==> src/rtl/eeprom_selftest_pkg.sv <==
// Shared types and helpers for the EEPROM write/read-back self-test sequencer.
package eeprom_selftest_pkg;

    typedef enum logic [2:0] {
        INIT,
        IDLE,
        WR_REQ,
        WR_RSP,
        WR_GAP,
        RD_REQ,
        RD_RSP,
        FINISH
    } state_t;

    localparam logic CMD_WR = 1'b0;
    localparam logic CMD_RD = 1'b1;

    function automatic logic [7:0] pattern_byte(input logic [7:0] idx, input logic [7:0] pattern);
        return pattern ^ idx;
    endfunction

endpackage

==> src/rtl/eeprom_selftest_delay_cnt.sv <==
// 20-bit load/expire down-counter used for the power-up, tWR and retry waits.
module eeprom_selftest_delay_cnt (
    input  logic        clk,
    input  logic        rst,
    input  logic        load,
    input  logic [19:0] load_val,
    output logic        expired
);
    logic [19:0] cnt;

    always_ff @(posedge clk or posedge rst) begin
        if (rst) begin
            cnt <= '0;
        end else if (load) begin
            cnt <= load_val;
        end else if (cnt != '0) begin
            cnt <= cnt - 20'd1;
        end
    end

    // A load in flight masks the stale zero left over from the previous wait.
    assign expired = (cnt == '0) && !load;

endmodule

==> src/rtl/eeprom_selftest.sv <==
// EEPROM self-test: writes NUM_BYTES pattern bytes, waits tWR, reads back and compares.
// Optional NACK retry with busy-polling delay is enabled by EEPROM_SELFTEST_RETRY_EN.
module eeprom_selftest
    import eeprom_selftest_pkg::*;
#(
    parameter int          NUM_BYTES  = 8,
    parameter logic [15:0] START_ADDR = 16'h0000,
    parameter logic [7:0]  PATTERN    = 8'hA5,
    parameter logic [19:0] INIT_DLY   = 20'd500_000,
    parameter logic [19:0] WR_WAIT    = 20'd250_000
) (
    input  logic        clk,
    input  logic        rst,
    input  logic        start,
    output logic        cmd_valid,
    input  logic        cmd_ready,
    output logic        cmd_rw,
    output logic [15:0] cmd_addr,
    output logic [7:0]  cmd_wdata,
    input  logic        rsp_done,
    input  logic        rsp_nack,
    input  logic [7:0]  rsp_rdata,
    output logic        done,
    output logic        flag,
    output logic [2:0]  dbg_state
);
    localparam logic [7:0] LAST_IDX = 8'(NUM_BYTES - 1);

    state_t      state;
    logic [7:0]  idx;
    logic        err;
    logic        armed;
    logic        start_q;
    logic        dly_load;
    logic        dly_expired;
    logic        rd_bad;
    logic [19:0] dly_val;
`ifdef EEPROM_SELFTEST_RETRY_EN
    logic [1:0]  retry_cnt;
    logic        rty_pend;
    logic        rty_rd;
`endif

    // cmd handshake: a command is taken on the cycle where cmd_valid & cmd_ready;
    // cmd_* stay frozen while cmd_valid is high and unanswered.
    assign dly_load  = (state == INIT || state == WR_GAP) && !armed;
    assign dly_val   = (state == INIT) ? INIT_DLY : WR_WAIT;
    assign rd_bad    = rsp_nack || (rsp_rdata != pattern_byte(idx, PATTERN));
    assign dbg_state = state;

    eeprom_selftest_delay_cnt u_dly (
        .clk      (clk),
        .rst      (rst),
        .load     (dly_load),
        .load_val (dly_val),
        .expired  (dly_expired)
    );

    always_ff @(posedge clk or posedge rst) begin
        if (rst) begin
            state     <= INIT;
            idx       <= '0;
            err       <= 1'b0;
            armed     <= 1'b0;
            start_q   <= 1'b0;
            cmd_valid <= 1'b0;
            cmd_rw    <= 1'b0;
            cmd_addr  <= '0;
            cmd_wdata <= '0;
            done      <= 1'b0;
            flag      <= 1'b0;
`ifdef EEPROM_SELFTEST_RETRY_EN
            retry_cnt <= '0;
            rty_pend  <= 1'b0;
            rty_rd    <= 1'b0;
`endif
        end else begin
            start_q <= start;
            done    <= 1'b0;
            case (state)
                INIT: begin
                    if (!armed) begin
                        armed <= 1'b1;
                    end else if (dly_expired) begin
                        armed <= 1'b0;
                        state <= WR_REQ;
                    end
                end
                IDLE: begin
                    if (start && !start_q) begin
                        err   <= 1'b0;
                        idx   <= '0;
                        state <= WR_REQ;
`ifdef EEPROM_SELFTEST_RETRY_EN
                        retry_cnt <= '0;
`endif
                    end
                end
                WR_REQ, RD_REQ: begin
                    // First cycle in the state loads the command, later cycles wait for ready.
                    if (!cmd_valid) begin
                        cmd_valid <= 1'b1;
                        cmd_rw    <= (state == RD_REQ) ? CMD_RD : CMD_WR;
                        cmd_addr  <= START_ADDR + 16'(idx);
                        cmd_wdata <= (state == RD_REQ) ? 8'h00 : pattern_byte(idx, PATTERN);
                    end else if (cmd_ready) begin
                        cmd_valid <= 1'b0;
                        state     <= (state == RD_REQ) ? RD_RSP : WR_RSP;
                    end
                end
                WR_RSP: begin
                    if (rsp_done) begin
                        if (rsp_nack) begin
`ifdef EEPROM_SELFTEST_RETRY_EN
                            if (retry_cnt != 2'd3) begin
                                retry_cnt <= retry_cnt + 2'd1;
                                rty_pend  <= 1'b1;
                                rty_rd    <= 1'b0;
                                state     <= WR_GAP;
                            end else
`endif
                            begin
                                err   <= 1'b1;
                                done  <= 1'b1;
                                flag  <= 1'b1;
                                state <= FINISH;
                            end
                        end else begin
`ifdef EEPROM_SELFTEST_RETRY_EN
                            retry_cnt <= '0;
`endif
                            if (idx == LAST_IDX) begin
                                idx   <= '0;
                                state <= WR_GAP;
                            end else begin
                                idx   <= idx + 8'd1;
                                state <= WR_REQ;
                            end
                        end
                    end
                end
                WR_GAP: begin
                    if (!armed) begin
                        armed <= 1'b1;
                    end else if (dly_expired) begin
                        armed <= 1'b0;
`ifdef EEPROM_SELFTEST_RETRY_EN
                        if (rty_pend) begin
                            rty_pend <= 1'b0;
                            state    <= rty_rd ? RD_REQ : WR_REQ;
                        end else
`endif
                        state <= RD_REQ;
                    end
                end
                RD_RSP: begin
                    if (rsp_done) begin
`ifdef EEPROM_SELFTEST_RETRY_EN
                        if (rsp_nack && retry_cnt != 2'd3) begin
                            retry_cnt <= retry_cnt + 2'd1;
                            rty_pend  <= 1'b1;
                            rty_rd    <= 1'b1;
                            state     <= WR_GAP;
                        end else
`endif
                        begin
`ifdef EEPROM_SELFTEST_RETRY_EN
                            retry_cnt <= '0;
`endif
                            if (rd_bad) err <= 1'b1;
                            // done is raised here so it lands one cycle after the last response.
                            if (idx == LAST_IDX) begin
                                done  <= 1'b1;
                                flag  <= err | rd_bad;
                                state <= FINISH;
                            end else begin
                                idx   <= idx + 8'd1;
                                state <= RD_REQ;
                            end
                        end
                    end
                end
                FINISH:  state <= IDLE;
                default: state <= INIT;
            endcase
        end
    end

endmodule
==> config.mk <==
export PLATFORM = sky130hd
export DESIGN_NAME = eeprom_selftest
export DESIGN_NICKNAME = d
export VERILOG_FILES = /design/src/rtl/eeprom_selftest_pkg.sv /design/src/rtl/eeprom_selftest_delay_cnt.sv /design/src/rtl/eeprom_selftest.sv
export SDC_FILE = /design/constraint.sdc
export NUM_CORES = 1
export LEC_CHECK = 0
export ABC_AREA = 1
export CAP_MARGIN = 10
export CELL_PAD_IN_SITES_DETAIL_PLACEMENT = 1
export CELL_PAD_IN_SITES_GLOBAL_PLACEMENT = 2
export CORE_MARGIN = 5
export CORE_UTILIZATION = 33
export DETAILED_ROUTE_END_ITERATION = 8
export PLACE_DENSITY = 0.84
export SKIP_CTS_REPAIR_TIMING = 1
export SLEW_MARGIN = 20
export SYNTH_ARGS = -nofsm -noshare
export SYNTH_HDL_FRONTEND = slang
export SYNTH_SLANG_ARGS = --single-unit
==> constraint.sdc <==
create_clock -name clk -period 2.8 [get_ports clk]
set_clock_uncertainty 0.15 [all_clocks]
set_input_delay 0.42 -clock clk [delete_from_list [all_inputs] [get_ports clk]]
set_output_delay 0.42 -clock clk [all_outputs]
set_load 0.01 [all_outputs]
# ---- Yosys cells after proc, flatten, opt, wreduce, memory -nomap -nowiden
# Cells that the tools add are included.
dict set report word_totals {
  reg_bits 54
  output_inout_bits 31
  wordCells 105
}
dict set report op_classes {
  add_sub_neg 2
  eq_ne 23
  n_mux 44
  bitwise_logic 3
  n_reduce_logical 21
}
# cell count
set op_table {}
lappend op_table {{8-bit 2-to-1 mux} 7}
lappend op_table {{20-bit 2-to-1 mux} 2}
lappend op_table {{3-bit 2-to-1 mux} 12}
lappend op_table {{2-bit inequality test, second input constant} 14}
lappend op_table {{8-bit case mux with 3 select lines} 1}
lappend op_table {{3-bit case mux with 7 select lines} 1}
lappend op_table {{20-bit logical NOT} 1}
lappend op_table {{20-bit nonzero test} 1}
lappend op_table {{20-bit by 1-bit subtractor with 20-bit output, second input constant} 1}
lappend op_table {{19-bit 2-to-1 mux} 1}
lappend op_table {{1-bit 2-to-1 mux} 16}
lappend op_table {{3-bit equality test, second input constant} 4}
lappend op_table {{6-bit AND reduction} 2}
lappend op_table {{9-bit AND reduction} 1}
lappend op_table {{8-bit by 1-bit adder with 8-bit output, second input constant} 1}
lappend op_table {{8-bit by 3-bit equality test with 1-bit output, second input constant} 1}
lappend op_table {{8-bit inequality test} 1}
lappend op_table {{3-bit by 2-bit equality test with 1-bit output, second input constant} 2}
lappend op_table {{5-bit AND reduction} 1}
lappend op_table {{4-bit NOT} 1}
lappend op_table {{1-bit case mux with 2 select lines} 2}
lappend op_table {{2-bit nonzero test} 2}
lappend op_table {{2-bit OR reduction} 2}
lappend op_table {{3-bit by 1-bit equality test with 1-bit output, second input constant} 1}
lappend op_table {{10 further kinds} 15}

# ---- Logic depth before layout (Yosys ltp)
dict set report logic_depth {
  ltp_word 8
  mapped_depth 11
  ltp_nobuf 11
}

# ---- Cells and area by module
# Synthesis repeated with hierarchy kept, for this count alone.
dict set report unflattened {
  hier_cells 476
  hier_area_um2 3445.8
}
# module n_inst cells_each area_each_um2
set by_module_without_submodules {}
lappend by_module_without_submodules {eeprom_selftest 1 273 2000.7}
lappend by_module_without_submodules {eeprom_selftest_delay_cnt 1 203 1445.1}

# ---- Worst setup path before layout
# OpenSTA, ideal clock, no wires.
dict set report synth_timing {
  path_type {reg-to-reg}
  start {reg u_dly.cnt[0]}
  end {reg u_dly.cnt[18]}
  setup_time_ps 118
  t_arrival_ps 1406
  setup_slack_ps 1126
  stages_incl_launch_ff 10
  synth_period_minus_slack_ps 1674
  cell_sequence {dfrtp_1 -> inv_1 -> ha_1 -> nand2_1 -> nor2_2 -> nand2_1 -> o21ai_1 -> nand2_1 -> nand2_1 -> nand2_1}
}
dict set report synth_between {
  elab_chain_len 3
  elab_cells_between_ends 5
  cone_classes {add/sub: 1; mux: 2; reduce/logical: 2}
}
# item line_no
set synth_lines {}
lappend synth_lines {{start: declaration} eeprom_selftest_delay_cnt.sv:9} ;# logic [19:0] cnt;
lappend synth_lines {{start signal: assignment} eeprom_selftest_delay_cnt.sv:15} ;# cnt <= load_val;
lappend synth_lines {{start signal: assignment} eeprom_selftest_delay_cnt.sv:17} ;# cnt <= cnt - 20'd1;
lappend synth_lines {{20-bit by 1-bit subtractor with 20-bit output} eeprom_selftest_delay_cnt.sv:17}
lappend synth_lines {{20-bit 2-to-1 mux} eeprom_selftest_delay_cnt.sv:16} ;# end else if (cnt != '0) begin
lappend synth_lines {{20-bit 2-to-1 mux} eeprom_selftest_delay_cnt.sv:14} ;# end else if (load) begin
# Parallel ways exist; a longest one is shown, timed or not. The select of a mux whose other input is x is not followed.
# A chain may end at the register's enable or synchronous reset.

# ---- Worst setup path in the final report
dict set report layout_timing {
  start {reg state[1], in the netlist dbg_state[1]}
  end {reg state[2], in the netlist dbg_state[2]}
}
dict set report layout_between {
  elab_chain_len 7
  elab_cells_between_ends 27
  cone_classes {eq/ne: 16; mux: 4; reduce/logical: 7}
}
# item line_no
set layout_lines {}
lappend layout_lines {{start: declaration} eeprom_selftest.sv:29} ;# state_t state;
lappend layout_lines {{start signal: assignment} eeprom_selftest.sv:108} ;# state <= (state == RD_REQ) ? RD_RSP : WR_RSP;
lappend layout_lines {{3-bit equality test or 3-bit logical NOT (tied branches)} {eeprom_selftest.sv:46, eeprom_selftest.sv:80}}
lappend layout_lines {{1-bit logical OR} eeprom_selftest.sv:46} ;# assign dly_load = (state == INIT || state == WR_GAP) && !armed;
lappend layout_lines {{1-bit logical AND} eeprom_selftest.sv:46}
lappend layout_lines {{1-bit logical NOT} eeprom_selftest_delay_cnt.sv:22} ;# assign expired = (cnt == '0) && !load;
lappend layout_lines {{1-bit logical AND} eeprom_selftest_delay_cnt.sv:22}
lappend layout_lines {{2-bit inequality test (no line)} n/a}
lappend layout_lines {{9-bit AND reduction (no line)} n/a}
# Parallel ways exist; a longest one is shown, timed or not. The select of a mux whose other input is x is not followed.

==> summary.md <==
| Metric | Value |
|---|---|
| Clock transition at path regs | approximately 0.10 ns |
| Max_cap viols | 0 |
| Post-route DRC violation count | 0 |
| Die width | 108 um |
| Pwr/cell area | 372 nW/um^2 |
| Die H | approximately 110 um |
| Sum Neg Setup Slack | 0 ns |
| CP Max Fanout | 13 |
| Final max-slew violation count | 0 |
| Levels on crit path | 7 |
| CP bufs+invs | 0 |
| Total wire length | 8340 um |
| Tot GR Track Use | 15.2% |
| Synthesized-area fraction occupied by and/or/nand/nor cells | 35.0% |
| # rows | 35 |
| Synth Area in Adders | 1.20% |
| Leakage | between 1.5 and 2 nW |
| WS Path Type | reg2reg |
| Crit end category | register |
| Dpl ws | 0.686 ns |
| Layout Nets | 483 |
| Post-DP HPWL | 6650 um |
| Synth Area in XOR/XNOR | 2.79% |
| CP peak stage delay | 0.60 ns |
| Worst setup slack after layout | 0.687 ns |
| Area after DPL | 3600 um^2 |
| Placer Congestion | 0.839 |
| Worst hold path class | in2async |
| Final hold slack | 0.279 ns |
| DRT iter0 DRCs | 52 |
| CTS tree | yes |
| Critical Path RT | 2.86 ns |
| H-tree depth | 2 |
| DRT antenna net count | 0 |
| Final hold viol count | 0 |
| Yosys cell types | 35 |
| Worst path slowest cell | dfrtp_1 |
| Antenna Cells | 0 |
| Initial antenna violation count | 0 |
| Seq/Total Area, Yosys | 43.0% |
| Post-Syn Area | 3140 um^2 |
| Port buffer count | 36 |
| Total gr overflow | 0 |
| Startpoint types | register |
| Fin cells | 596 |
| Mapped Cells | around 430 |
| Root buffer cell | clkbuf_8 |
| Detailed Routing Iterations Pass 1 | 5 |
| Multiplexer share of the synthesized area | 0% |
| Final Util | between 40% and 50% |
| Area grow syn2layout | 18.3% |
| RSZ-0062 raised after global routing | no |
| Largest net degree at the start of global routing | 23 |
| CTS Buf Count | 5 |
| Most frequent cells in the layout | nand2_1, dfrtp_1, nor2_1, inv_1, clkdlybuf4s50_1 |
| Mean Syn Cell Area | 7.32 um^2 |
| Via count | 2788 |
| Final period utilization | 75.5% |
| Initial core utilization | 34.0% |
| Post-route cell area | 3710 um^2 |
| Yosys warns | 0 |
| Vias in the first global route | 2976 |
| Top Ports | 45 |
| Rel. slew slack | a little over 60% |
| Leading cell type in the layout, fill and taps excluded | nand2_1 |
| Ratio of cells with drive above 1 in the final layout | 7.28% |
| Worst-path cell chain | nor2_1 -> nand2_1 -> nand3_1 -> nand2_1 -> nand2_2 -> nand2_1 -> nand2_1 |
| Placed cell count | 588 |
| Clock sink count | 54 |
| Most frequent CP cell | nand2_1 |
| Setup Viol. Count Final | 0 |
| Worst Tran Pin Value | between 0.5 and 0.6 ns |
| Worst-Skew Late Latency | 0.31 ns |
| Min Tclk post-route | between 2 and 2.5 ns |
| WL/cell | 14.0 um |
| Status | completed |
| Die area | 11600 um^2 |
| CP Data Arrival Time | 2.17 ns |
| Upper clock frequency limit | 0.473 GHz |
| R2R depth | 7 |
| Largest family of logic cells by synthesized area | simple AND/OR/NAND/NOR gates |
| Maximum VDD drop | 0.000178 V |
| Clock Path Buffers | 2 |
| Post-synthesis compound-gate area fraction | 8.89% |
| Via density | around 4.7 |
| Post-synthesis register bit count | 54 |
| Family with the most delay on the worst path | simple AND/OR/NAND/NOR gates |
| Global-route wire length before repair | 14200 um |
| Total power | 1.38 mW |
| Core area | 9240 um^2 |
## state kept, by name (all words and copies together), names as in the netlist
signal     flops
cmd_wdata      8
start_q        1
dbg_state      3
cmd_rw         1
cmd_addr       8
u_dly.cnt     20
done           1
err            1
flag           1
cmd_valid      1
idx            8
armed          1
## metal layers
metal	up-vias	global-route usage, %	part of all wire (%)
li1	1423	-	-
met1	1335	18.5	45
met2	23	27.8	52
met3	7	2.64	1.7
met4	0	3.70	1.2
met5	-	0	0
## kinds of logic after synthesis
family,count (synthesis)
adder cells (fa/ha/maj),3
AND/OR/NAND/NOR,249
other,1
flip-flops,54
XOR/XNOR,10
AO/OA/AOI/OAI,50
buffers and inverters,62
## power by group
part           switching, mW  internal [mW]  leakage [nW]
Combinational         0.0315         0.0235          1.07
Sequential          0.000648          0.781         0.675
Clock                  0.274          0.272        0.0587
## synth_stat cells, drive strengths merged
cell type  number  area (um^2)
nor3            3         15.0
nand4           7         43.8
nand2         140          543
o21bai          1         7.51
conb            1         3.75
nand3          33          195
o31ai           1         7.51
dfrtp          54         1350
and2            1         6.26
nand3b          6         45.0
inv            47          176
nor2           56          230
o21a            4         30.0
o22ai           1         6.26
nor4            1         6.26
a31o            1         8.76
xor2            7         61.3
o211ai          1         7.51
ha              3         37.5
buf            15          106
o21ai          29          149
a21oi          11         55.1
a211oi          1         7.51
or2             2         12.5
xnor2           3         26.3
## area by class of cell
type | instances | area [um^2]
clock buffers | 5 | 68.8
clock inverters | 3 | 47.5
fillers | 1164 | 5530
inverters | 47 | 176
multi-input cells | 320 | 1530
flip-flops and latches | 54 | 1350
well taps | 129 | 161
repair buffers | 38 | 375
## worst register-to-register path, cell delays in order, from the launching register on
cell     delay [ns]
dfrtp_1        0.60
nor2_1         0.13
nand2_1        0.41
nand3_1        0.29
nand2_1        0.23
nand2_2        0.09
nand2_1        0.07
nand2_1        0.05
## path summary, 6_finish.rpt
kind / from / endpoint / slack (ns)
hold reg to reg: err / err / 0.34
setup / recovery: dbg_state[1] / dbg_state[2] / 0.69
max in group asynchronous: rst / done / 1.59
min in group clk: err / err / 0.34
hold / removal: rst / u_dly.cnt[2] / 0.28
setup reg to reg: dbg_state[1] / dbg_state[2] / 0.69
(Power assumes the default switching activity.)
